[src/rtl/traffic_phase_scheduler.sv]
// Round-robin green-phase scheduler for an N-approach intersection with min/max green,
// yellow and all-red timers. Define PED_WALK_EN to add the pedestrian walk phase.
module traffic_phase_scheduler #(
    parameter int NUM_DIR   = 4,
    parameter int MIN_GREEN = 4,
    parameter int MAX_GREEN = 8,
    parameter int YEL_CYC   = 2,
    parameter int RED_CYC   = 1,
    parameter int WALK_CYC  = 6
) (
    input  logic                       clk,
    input  logic                       rst,
    input  logic [NUM_DIR-1:0]         req,
`ifdef PED_WALK_EN
    input  logic                       ped_req,
    output logic                       walk,
`endif
    output logic [3*NUM_DIR-1:0]       lights,
    output logic [$clog2(NUM_DIR)-1:0] green_dir,
    output logic [1:0]                 phase,
    output logic [NUM_DIR-1:0]         pending
);

    localparam int          DW    = $clog2(NUM_DIR);
    localparam int unsigned ND    = NUM_DIR;
    localparam int          MAX_A = (MAX_GREEN > MIN_GREEN) ? MAX_GREEN : MIN_GREEN;
    localparam int          MAX_B = (MAX_A > YEL_CYC) ? MAX_A : YEL_CYC;
    localparam int          MAX_C = (MAX_B > RED_CYC) ? MAX_B : RED_CYC;
    localparam int          MAXC  = (MAX_C > WALK_CYC) ? MAX_C : WALK_CYC;
    localparam int          TW    = $clog2(MAXC) + 1;

    localparam logic [TW-1:0] T_MIN = TW'(MIN_GREEN - 1);
    localparam logic [TW-1:0] T_MAX = TW'(MAX_GREEN - 1);
    localparam logic [TW-1:0] T_YEL = TW'(YEL_CYC - 1);
    localparam logic [TW-1:0] T_RED = TW'(RED_CYC - 1);
`ifdef PED_WALK_EN
    localparam logic [TW-1:0] T_WALK = TW'(WALK_CYC - 1);
`endif

    typedef enum logic [1:0] {
        PH_GREEN   = 2'd0,
        PH_YELLOW  = 2'd1,
        PH_ALL_RED = 2'd2,
        PH_WALK    = 2'd3
    } phase_t;

    phase_t             state, state_n;
    logic [DW-1:0]      dir, dir_n, next_dir, idx_d;
    logic [TW-1:0]      timer, timer_n;
    logic [NUM_DIR-1:0] pend_q, pend_n, dir_mask;
    logic               others_pending, found;
    int unsigned        idx;
`ifdef PED_WALK_EN
    logic               ped_pend, ped_pend_n;
`endif

    always_ff @(posedge clk) begin
        if (rst) begin
            state  <= PH_GREEN;
            dir    <= '0;
            timer  <= '0;
            pend_q <= '0;
`ifdef PED_WALK_EN
            ped_pend <= 1'b0;
`endif
        end else begin
            state  <= state_n;
            dir    <= dir_n;
            timer  <= timer_n;
            pend_q <= pend_n;
`ifdef PED_WALK_EN
            ped_pend <= ped_pend_n;
`endif
        end
    end

    assign dir_mask       = NUM_DIR'(1) << dir;
    assign others_pending = |(pend_q & ~dir_mask);

    // First pending approach after dir, wrapping round to dir itself last.
    always_comb begin
        next_dir = dir;
        found    = 1'b0;
        idx      = 0;
        idx_d    = '0;
        for (int unsigned k = 1; k <= ND; k++) begin
            idx = 32'(dir) + k;
            if (idx >= ND) idx = idx - ND;
            idx_d = DW'(idx);
            if (!found && pend_q[idx_d]) begin
                next_dir = idx_d;
                found    = 1'b1;
            end
        end
    end

    always_comb begin
        state_n = state;
        dir_n   = dir;
        pend_n  = pend_q | (req & ~((state == PH_GREEN) ? dir_mask : '0));
`ifdef PED_WALK_EN
        ped_pend_n = ped_pend | ped_req;
`endif
        case (state)
            PH_GREEN: begin
`ifdef PED_WALK_EN
                if (timer >= T_MIN &&
                    ((others_pending && (!req[dir] || timer == T_MAX)) || ped_pend))
                    state_n = PH_YELLOW;
`else
                if (timer >= T_MIN && others_pending && (!req[dir] || timer == T_MAX))
                    state_n = PH_YELLOW;
`endif
            end
            PH_YELLOW: begin
                if (timer == T_YEL) state_n = PH_ALL_RED;
            end
            PH_ALL_RED: begin
                if (timer == T_RED) begin
`ifdef PED_WALK_EN
                    if (ped_pend) begin
                        state_n    = PH_WALK;
                        ped_pend_n = 1'b0;
                    end else begin
                        state_n          = PH_GREEN;
                        dir_n            = next_dir;
                        pend_n[next_dir] = 1'b0;
                    end
`else
                    state_n          = PH_GREEN;
                    dir_n            = next_dir;
                    pend_n[next_dir] = 1'b0;
`endif
                end
            end
`ifdef PED_WALK_EN
            PH_WALK: begin
                if (timer == T_WALK) state_n = PH_ALL_RED;
            end
`endif
            default: state_n = PH_GREEN;
        endcase

        // Green saturates at the cap so a long rest can never wrap and re-arm the max check.
        if (state_n != state)
            timer_n = '0;
        else if (state == PH_GREEN && timer == T_MAX)
            timer_n = timer;
        else
            timer_n = timer + TW'(1);
    end

    always_comb begin
        lights = {NUM_DIR{3'b100}};
        for (int unsigned i = 0; i < ND; i++) begin
            if (DW'(i) == dir) begin
                if (state == PH_GREEN)       lights[3*i +: 3] = 3'b001;
                else if (state == PH_YELLOW) lights[3*i +: 3] = 3'b010;
            end
        end
    end

    assign green_dir = dir;
    assign phase     = state;
    assign pending   = pend_q;
`ifdef PED_WALK_EN
    assign walk      = (state == PH_WALK);
`endif

endmodule
[config.mk]
export PLATFORM = sky130hd
export DESIGN_NAME = traffic_phase_scheduler
export DESIGN_NICKNAME = d
export VERILOG_FILES = /design/src/rtl/traffic_phase_scheduler.sv
export SDC_FILE = /design/constraint.sdc
export NUM_CORES = 1
export LEC_CHECK = 0
export CORE_MARGIN = 1
export CORE_UTILIZATION = 52
export DETAILED_ROUTE_END_ITERATION = 10
export GPL_TIMING_DRIVEN = 1
export PLACE_DENSITY = 0.84
export SLEW_MARGIN = 25
export SYNTH_ARGS = -nofsm -noshare
export SYNTH_HDL_FRONTEND = slang
export SYNTH_SLANG_ARGS = --single-unit
[constraint.sdc]
create_clock -name clk -period 7.9 [get_ports clk]
set_clock_uncertainty 0.2 [all_clocks]
set_input_delay 1.58 -clock clk [delete_from_list [all_inputs] [get_ports clk]]
set_output_delay 1.58 -clock clk [all_outputs]
set_load 0.02 [all_outputs]
# Yosys cells after proc, flatten, opt, wreduce, memory -nomap -nowiden

Cells that the tools add are included.

Bits in registers: 12
Bits of input ports: 6
Output and inout bits: 20

Add/subtract/negate cells: 9
Order comparisons: 12
Equal/unequal tests: 8
Shift operators: 1
Muxes and demuxes: 36
Bitwise logic cells: 7
Reductions and logical operators: 18

Operator list:

| operator              | number |
|---|---|
| $mux W2               | 11 |
| $lt A2 B3 Y1 const B  | 6 |
| $mux W3               | 6 |
| $and A4 B4 Y4         | 3 |
| $mux W4               | 3 |
| $not A4 Y4            | 3 |
| $bmux W1 S2           | 5 |
| $ge A3 B3 Y1 const B  | 3 |
| $mux W1               | 9 |
| $sub A2 B1 Y2 const B | 4 |
| $logic_and A1 B1 Y1   | 7 |
| $add A2 B2 Y3 const B | 2 |
| $pmux W2 S3           | 1 |
| $add A2 B3 Y4 const B | 1 |
| $add A4 B1 Y4 const B | 1 |
| $eq A2 B2 Y1 const A  | 2 |
| $eq A4 B1 Y1 const B  | 1 |
| $eq A4 B3 Y1 const B  | 1 |
| $ge A4 B2 Y1 const B  | 1 |
| $ge A4 B3 Y1 const B  | 1 |
| $logic_not A1 Y1      | 4 |
| $logic_not A2 Y1      | 2 |
| $logic_not A4 Y1      | 1 |
| $or A4 B4 Y4          | 1 |
| other kinds (12)      | 12 |

# Depth between registers and ports, before layout

Gate-level depths: netlist (run 1).

Depth after elaboration: 23
Depth in mapped cells: 11
Mapped depth without buffers: 8

# Worst setup path before layout (run 1)

Ideal clock, no wire load.

Path kind: register to output
Start: reg dir[0], in the netlist green_dir[0]
End: out lights[6]
Arrival time: 1.548 ns
Required time: 6.120 ns
Path slack: 4.572 ns
Cell stages (with the launch flop): 7
Cells stage by stage: dfxtp_1 buf_6 buf_2 inv_1 ha_1 nand2b_1 nor2_1

Longest elaborated chain between the ends: 2

Ends and longest elaborated chain:

| what                   | RTL line | source |
|---|---|---|
| from (decl)            | 48       | `logic [DW-1:0] dir, dir_n, next_dir, idx_d;` |
| from (signal assigned) | 68       | `dir <= dir_n;` |
| $eq A2 B2 Y1           | 156      | `if (DW'(i) == dir) begin` |
| $mux W3                | 156      |  |
| to (decl)              | 18       | `output logic [3*NUM_DIR-1:0] lights,` |

Every way passes these cells.

# Worst setup path after layout (run 1)

Start: reg dir[0], in the netlist green_dir[0]
End: out lights[8]

The elaborated chain is that of the path after synthesis.

==> results.sh, run 1 <==
export IMPL_status="complete, no violations"
export IMPL_cts_post_setup_buffers_inserted=0
export IMPL_grt_pass1_vias=944
export IMPL_dieArea_um2=2180
export IMPL_grt_antenna_before_repair=0
export IMPL_avgRoutedWirePerCell_um=14.1
export IMPL_h_tree_depth=1
export IMPL_end_kind="output port"
export IMPL_crit_family="buffers and inverters"
export IMPL_cts_tree="yes"
export IMPL_switching_share_pct=32.7
export IMPL_layout_nets=169
export IMPL_start_util_pct=57.6
export IMPL_grt_util_all_layers_pct=26.7
export IMPL_pwr_share_comb_pct=27.2
export IMPL_post_route_min_period_ps=4110
export IMPL_path_max_fanout=20
export IMPL_n_antenna_cell=0
export IMPL_drc_errors=0
export IMPL_vias_per_cell=5.79
export IMPL_cp_start_kind="flip-flop"
export IMPL_synthesis_area_um2=1040
export IMPL_clockBufferDepth=2
export IMPL_drtAntennaViolNets=0
export IMPL_root_buffer="clkbuf_4"
export IMPL_yosysSeqAreaShare_pct=23.1
export IMPL_multi_input_area_um2=706
export IMPL_finalNonFillerCells=180
export IMPL_setup_viol=0
export IMPL_synthCells=136
export IMPL_grt_max_degree=21
export IMPL_criticalPathCategory="flip-flop to output port"
export IMPL_num_rows=15
export IMPL_cts_buffers=3
export IMPL_syn_num_nets=149
export IMPL_internal_power_mw=0.115
export IMPL_min_period_over_period_pct=52.0
export IMPL_clock_fmax_mhz=243
export IMPL_p_leak_nw=0.478
export IMPL_min_path_type="flip-flop to flip-flop"
export IMPL_max_slew_margin_pct=48.6
export IMPL_avgSynthCellArea_um2=7.64
export IMPL_ys_warn_count=0
export IMPL_grt_ovfl_total=0
export IMPL_ys_types=38
export IMPL_portBuffers=25
export IMPL_p_per_area_nw_per_um2=131
export IMPL_maxCapViolations=0
export IMPL_clock_latency_ps=290
export IMPL_pwr_share_seq_pct=43.0
export IMPL_ys_async_sr_fraction_pct=0
export IMPL_fp_dieW_um=46.7
export IMPL_synthFlopType="dfxtp_1"
export IMPL_cts_resized_gates=0
export IMPL_synth_enable_flop_cells=0
export IMPL_tns_ps=0
export IMPL_wirelength_um=2530
export IMPL_drt_iter0_drc=51
export IMPL_final_cell_mix="25 x clkdlybuf4s50_1, 21 x nor2_1, 13 x nand2_1, 12 x dfxtp_1, 10 x inv_1"
export IMPL_fillers=151
export IMPL_pre_cts_slack_ps=4080
export IMPL_die_h_um=46.7
export IMPL_critPathSlowestCell="dfxtp_1"
export IMPL_rsz0062_at_grt="no"
export IMPL_dp_cells=176
export IMPL_tightest_slew_ps=769
export IMPL_drive_above_1_share_pct=7.74
export IMPL_dpl_hpwl_um=1840
export IMPL_grt_pass1_wl_um=4130
export IMPL_drt_first_pass_iters=5
export IMPL_peakVddDrop_v=0.0000836
export IMPL_clkTransAtPathRegs_ps=70
export IMPL_gp_congestion=0.905
export IMPL_worst_slack_ps=3790
export IMPL_hold_viol=0
export IMPL_clkPwrFrac_pct=29.8
export IMPL_cp_buffers_inverters=2
export IMPL_required_ps=6120
export IMPL_area_growth_pct=25.7
export IMPL_drv_slew=0
export IMPL_slowest_delay_ps=820
export IMPL_seqCellArea_um2=240
export IMPL_cp_arrival_ps=2330
export IMPL_cts_sinks=12
export IMPL_yosys_register_bits=12
export IMPL_via_count=1042
export IMPL_path_cells="inv_1 -> ha_1 -> nand2b_1 -> clkdlybuf4s50_1"
export IMPL_core_um2=1800
export IMPL_hold_buffers=0
export IMPL_io_pin_count=26
export IMPL_p_sw_mw=0.0558
export IMPL_layout_commonest_cell="clkdlybuf4s50_1"
==> worst reg2reg max path: stages, from the launching register on <==
cell and delay (ps):
dfxtp_1 820, inv_1 210, ha_1 580, mux2i_1 160, nand2_1 130, nand2_1 60, a221oi_1 320, o32ai_2 200
o31a_1 330
==> per-stage QoR <==
| step | hold slack, ps | util, % | power, mW | instance area, µm² |
|---|---|---|---|---|
| final | 397 | 72.4 | 0.171 | 1310 |
| after global routing | 470 | 72.4 | 0.179 | 1310 |
| after CTS | 396 | 72.4 | 0.171 | 1310 |
| after detailed placement | 386 | 70.4 | 0.121 | 1270 |
| after global placement | 378 | 70.4 | 0.119 | 1270 |
| after floorplan | 354 | - | 0.106 | 1040 |
==> logic make-up (layout without fill, tap and decap cells) <==
kind of cell	after synthesis	after routing	synth area share, %
AOI/OAI and AO/OA	32	32	21.8
muxes	10	10	12.4
DFF	12	12	23.1
xor gates and xnor gates	4	4	3.37
buffers and inverters	21	40	8.91
adders and majority gates	7	7	8.43
and+or+nand+nor	50	50	21.9
==> path summary, 6_finish.rpt <==
kind / from / end / slack (ps) / cells after the start
worst max-delay path: green_dir[0] / lights[8] / 3790 / 4
worst min-delay path: timer[0] / timer[0] / 400 / 2
worst max register to register: green_dir[0] / pending[2] / 4780 / 8
worst min register to register: timer[0] / timer[0] / 400 / 2
==> cells in the mapped netlist, types with 3 or more instances <==
library cell	count	area share, %
mux2_2	3	3.3
inv_1	10	3.6
a21oi_1	9	4.3
dfxtp_1	12	23
nand4_1	3	1.8
nand2b_1	4	2.4
ha_1	7	8.4
a221oi_1	3	2.5
nand2_1	13	4.7
buf_2	5	2.4
clkbuf_1	3	1.1
nor2_1	21	7.6
xnor2_1	4	3.4
mux2i_1	5	4.8
o21ai_0	6	2.9
==> registers in the layout, indices dropped and copies added (netlist names) <==
signal,cells
phase,2
pending,4
green_dir,2
timer,4
==> power by group through the flow <==
stage | Sequential, mW | Clock [mW] | Combinational, mW
floorplan | 0.0725 | 0 | 0.0333
global placement | 0.0742 | 0 | 0.0450
detailed placement | 0.0744 | 0 | 0.0461
CTS | 0.0730 | 0.0511 | 0.0464
global route | 0.0743 | 0.0518 | 0.0527
finish | 0.0734 | 0.0509 | 0.0465
==> cell type report <==
type | instances | share of cell area (%)
sequential | 12 | 18.4
tap | 25 | 2.40
clock buffer | 4 | 2.78
timing repair buffer | 25 | 19.2
multi-input combinational | 103 | 54.1
inverter | 11 | 3.16
==> routing by layer <==
metal  wire length [µm]  GRT usage, %  vias to the layer above
li1                   -             -                      518
met1               1150          36.7                      465
met2               1120          41.9                       55
met3                236          5.49                        4
met4                 29          7.43                        0
met5                  0             0                        -
No activity file was read; power rests on OpenSTA's default activity.
==> inputs of run 2 (changes only) <==
--- a/config.mk
+++ b/config.mk
@@ -6,10 +6,10 @@
 export NUM_CORES = 1
 export LEC_CHECK = 0
 export CORE_MARGIN = 1
-export CORE_UTILIZATION = 52
+export CORE_UTILIZATION = 48
 export DETAILED_ROUTE_END_ITERATION = 10
 export GPL_TIMING_DRIVEN = 1
-export PLACE_DENSITY = 0.84
+export PLACE_DENSITY = 0.78
 export SLEW_MARGIN = 25
 export SYNTH_ARGS = -nofsm -noshare
 export SYNTH_HDL_FRONTEND = slang
==> constraint.sdc (replaced) <==
create_clock -name clk -period 4.3 [get_ports clk]
set_clock_uncertainty 0.2 [all_clocks]
set_input_delay 0.86 -clock clk [delete_from_list [all_inputs] [get_ports clk]]
set_output_delay 0.86 -clock clk [all_outputs]
set_load 0.02 [all_outputs]
==> results.sh, run 2 (synthesis results as in run 1) <==
export IMPL_status="complete, no violations"
export IMPL_fin_util_pct=64.6
export IMPL_grt_util_all_layers_pct=23.0
export IMPL_hold_buffers=0
export IMPL_via_count=1034
export IMPL_post_route_min_period_ps=3400
export IMPL_layout_nets=169
export IMPL_avgRoutedWirePerCell_um=13.7
export IMPL_drt_iter0_drc=20
export IMPL_root_buffer="clkbuf_4"
export IMPL_drv_slew=0
export IMPL_clockBufferDepth=2
export IMPL_drt_first_pass_iters=4
export IMPL_p_leak_nw=0.471
export IMPL_cts_sinks=12
export IMPL_grt_pass1_wl_um=4270
export IMPL_cts_tree="yes"
export IMPL_grt_max_degree=21
export IMPL_criticalPathCategory="flip-flop to output port"
export IMPL_max_slew_margin_pct=49.0
export IMPL_cp_start_kind="flip-flop"
export IMPL_path_max_fanout=20
export IMPL_min_period_over_period_pct=79.1
export IMPL_start_util_pct=51.9
export IMPL_clock_latency_ps=270
export IMPL_portBuffers=25
export IMPL_dieArea_um2=2350
export IMPL_layout_commonest_cell="clkdlybuf4s50_1"
export IMPL_num_rows=16
export IMPL_required_ps=3240
export IMPL_dpl_hpwl_um=1870
export IMPL_r2r_slack_ps=1190
export IMPL_tns_ps=0
export IMPL_setup_viol=0
export IMPL_wirelength_um=2480
export IMPL_finalNonFillerCells=181
export IMPL_cts_post_setup_buffers_inserted=0
export IMPL_grt_ovfl_total=0
export IMPL_core_um2=2000
export IMPL_drtAntennaViolNets=0
export IMPL_clkTransAtPathRegs_ps=80
export IMPL_maxCapViolations=0
export IMPL_io_pin_count=26
export IMPL_end_kind="output port"
export IMPL_pre_cts_slack_ps=1210
export IMPL_tightest_slew_ps=764
export IMPL_final_cell_mix="25 x clkdlybuf4s50_1, 21 x nor2_1, 13 x nand2_1, 12 x dfxtp_1, 10 x inv_1"
export IMPL_cts_buffers=3
export IMPL_fp_dieW_um=48.5
export IMPL_cp_arrival_ps=2340
export IMPL_grt_antenna_before_repair=0
export IMPL_h_tree_depth=1
export IMPL_dp_cells=178
export IMPL_drive_above_1_share_pct=7.14
export IMPL_die_h_um=48.5
export IMPL_vias_per_cell=5.71
export IMPL_gp_congestion=0.869
export IMPL_grt_pass1_vias=933
export IMPL_cts_resized_gates=0
export IMPL_drc_errors=0
export IMPL_n_antenna_cell=0
export IMPL_rsz0062_at_grt="no"
export IMPL_area_growth_pct=24.6
export IMPL_hold_viol=0
export IMPL_min_path_type="flip-flop to flip-flop"
export IMPL_peakVddDrop_v=0.000264
export IMPL_p_per_area_nw_per_um2=223
export IMPL_clock_fmax_mhz=294
export IMPL_power_mw=0.289
export IMPL_worst_slack_ps=898
==> run 2: path summary, 6_finish.rpt <==
check,start,endpoint,depth (start not counted)
min,timer[0],timer[0],2
max,green_dir[0],lights[2],4
max reg2reg,green_dir[0],pending[1],8
min reg2reg,timer[0],timer[0],2
==> run 2: layer usage <==
layer / track usage [%] / wire length [µm]
met5: 0 / 0
met4: 5.88 / 18
met3: 3.46 / 98
met2: 36.6 / 1130
met1: 32.5 / 1230
==> run 2: layout make-up <==
type	instances	area, µm²
fillers	183	708
multi-input cells	103	706
repair buffers	25	250
flip-flops and latches	12	240
inverters	11	41.3
well taps	27	33.8
clock buffers	3	22.5
==> run 2: critical path: stages, from the launching register on <==
cell,delay (ps)
dfxtp_1,820
inv_1,210
ha_1,280
nand2b_1,140
clkdlybuf4s50_1,620
==> run 2: report_power, final <==
group	switching (mW)	internal (mW)	total, mW	leakage [nW]
combinational	0.0448	0.0399	0.0847	0.359
sequential	0.0154	0.119	0.135	0.0983
clock	0.0367	0.0324	0.0692	0.0138
total	0.0969	0.192	0.289	0.471
==> run 2: through the flow <==
step	cell area (µm²)	hold WS, ps
detailed placement	1270	389
floorplan	1040	354
global placement	1270	376
finish	1290	400
CTS	1290	399
global route	1290	445
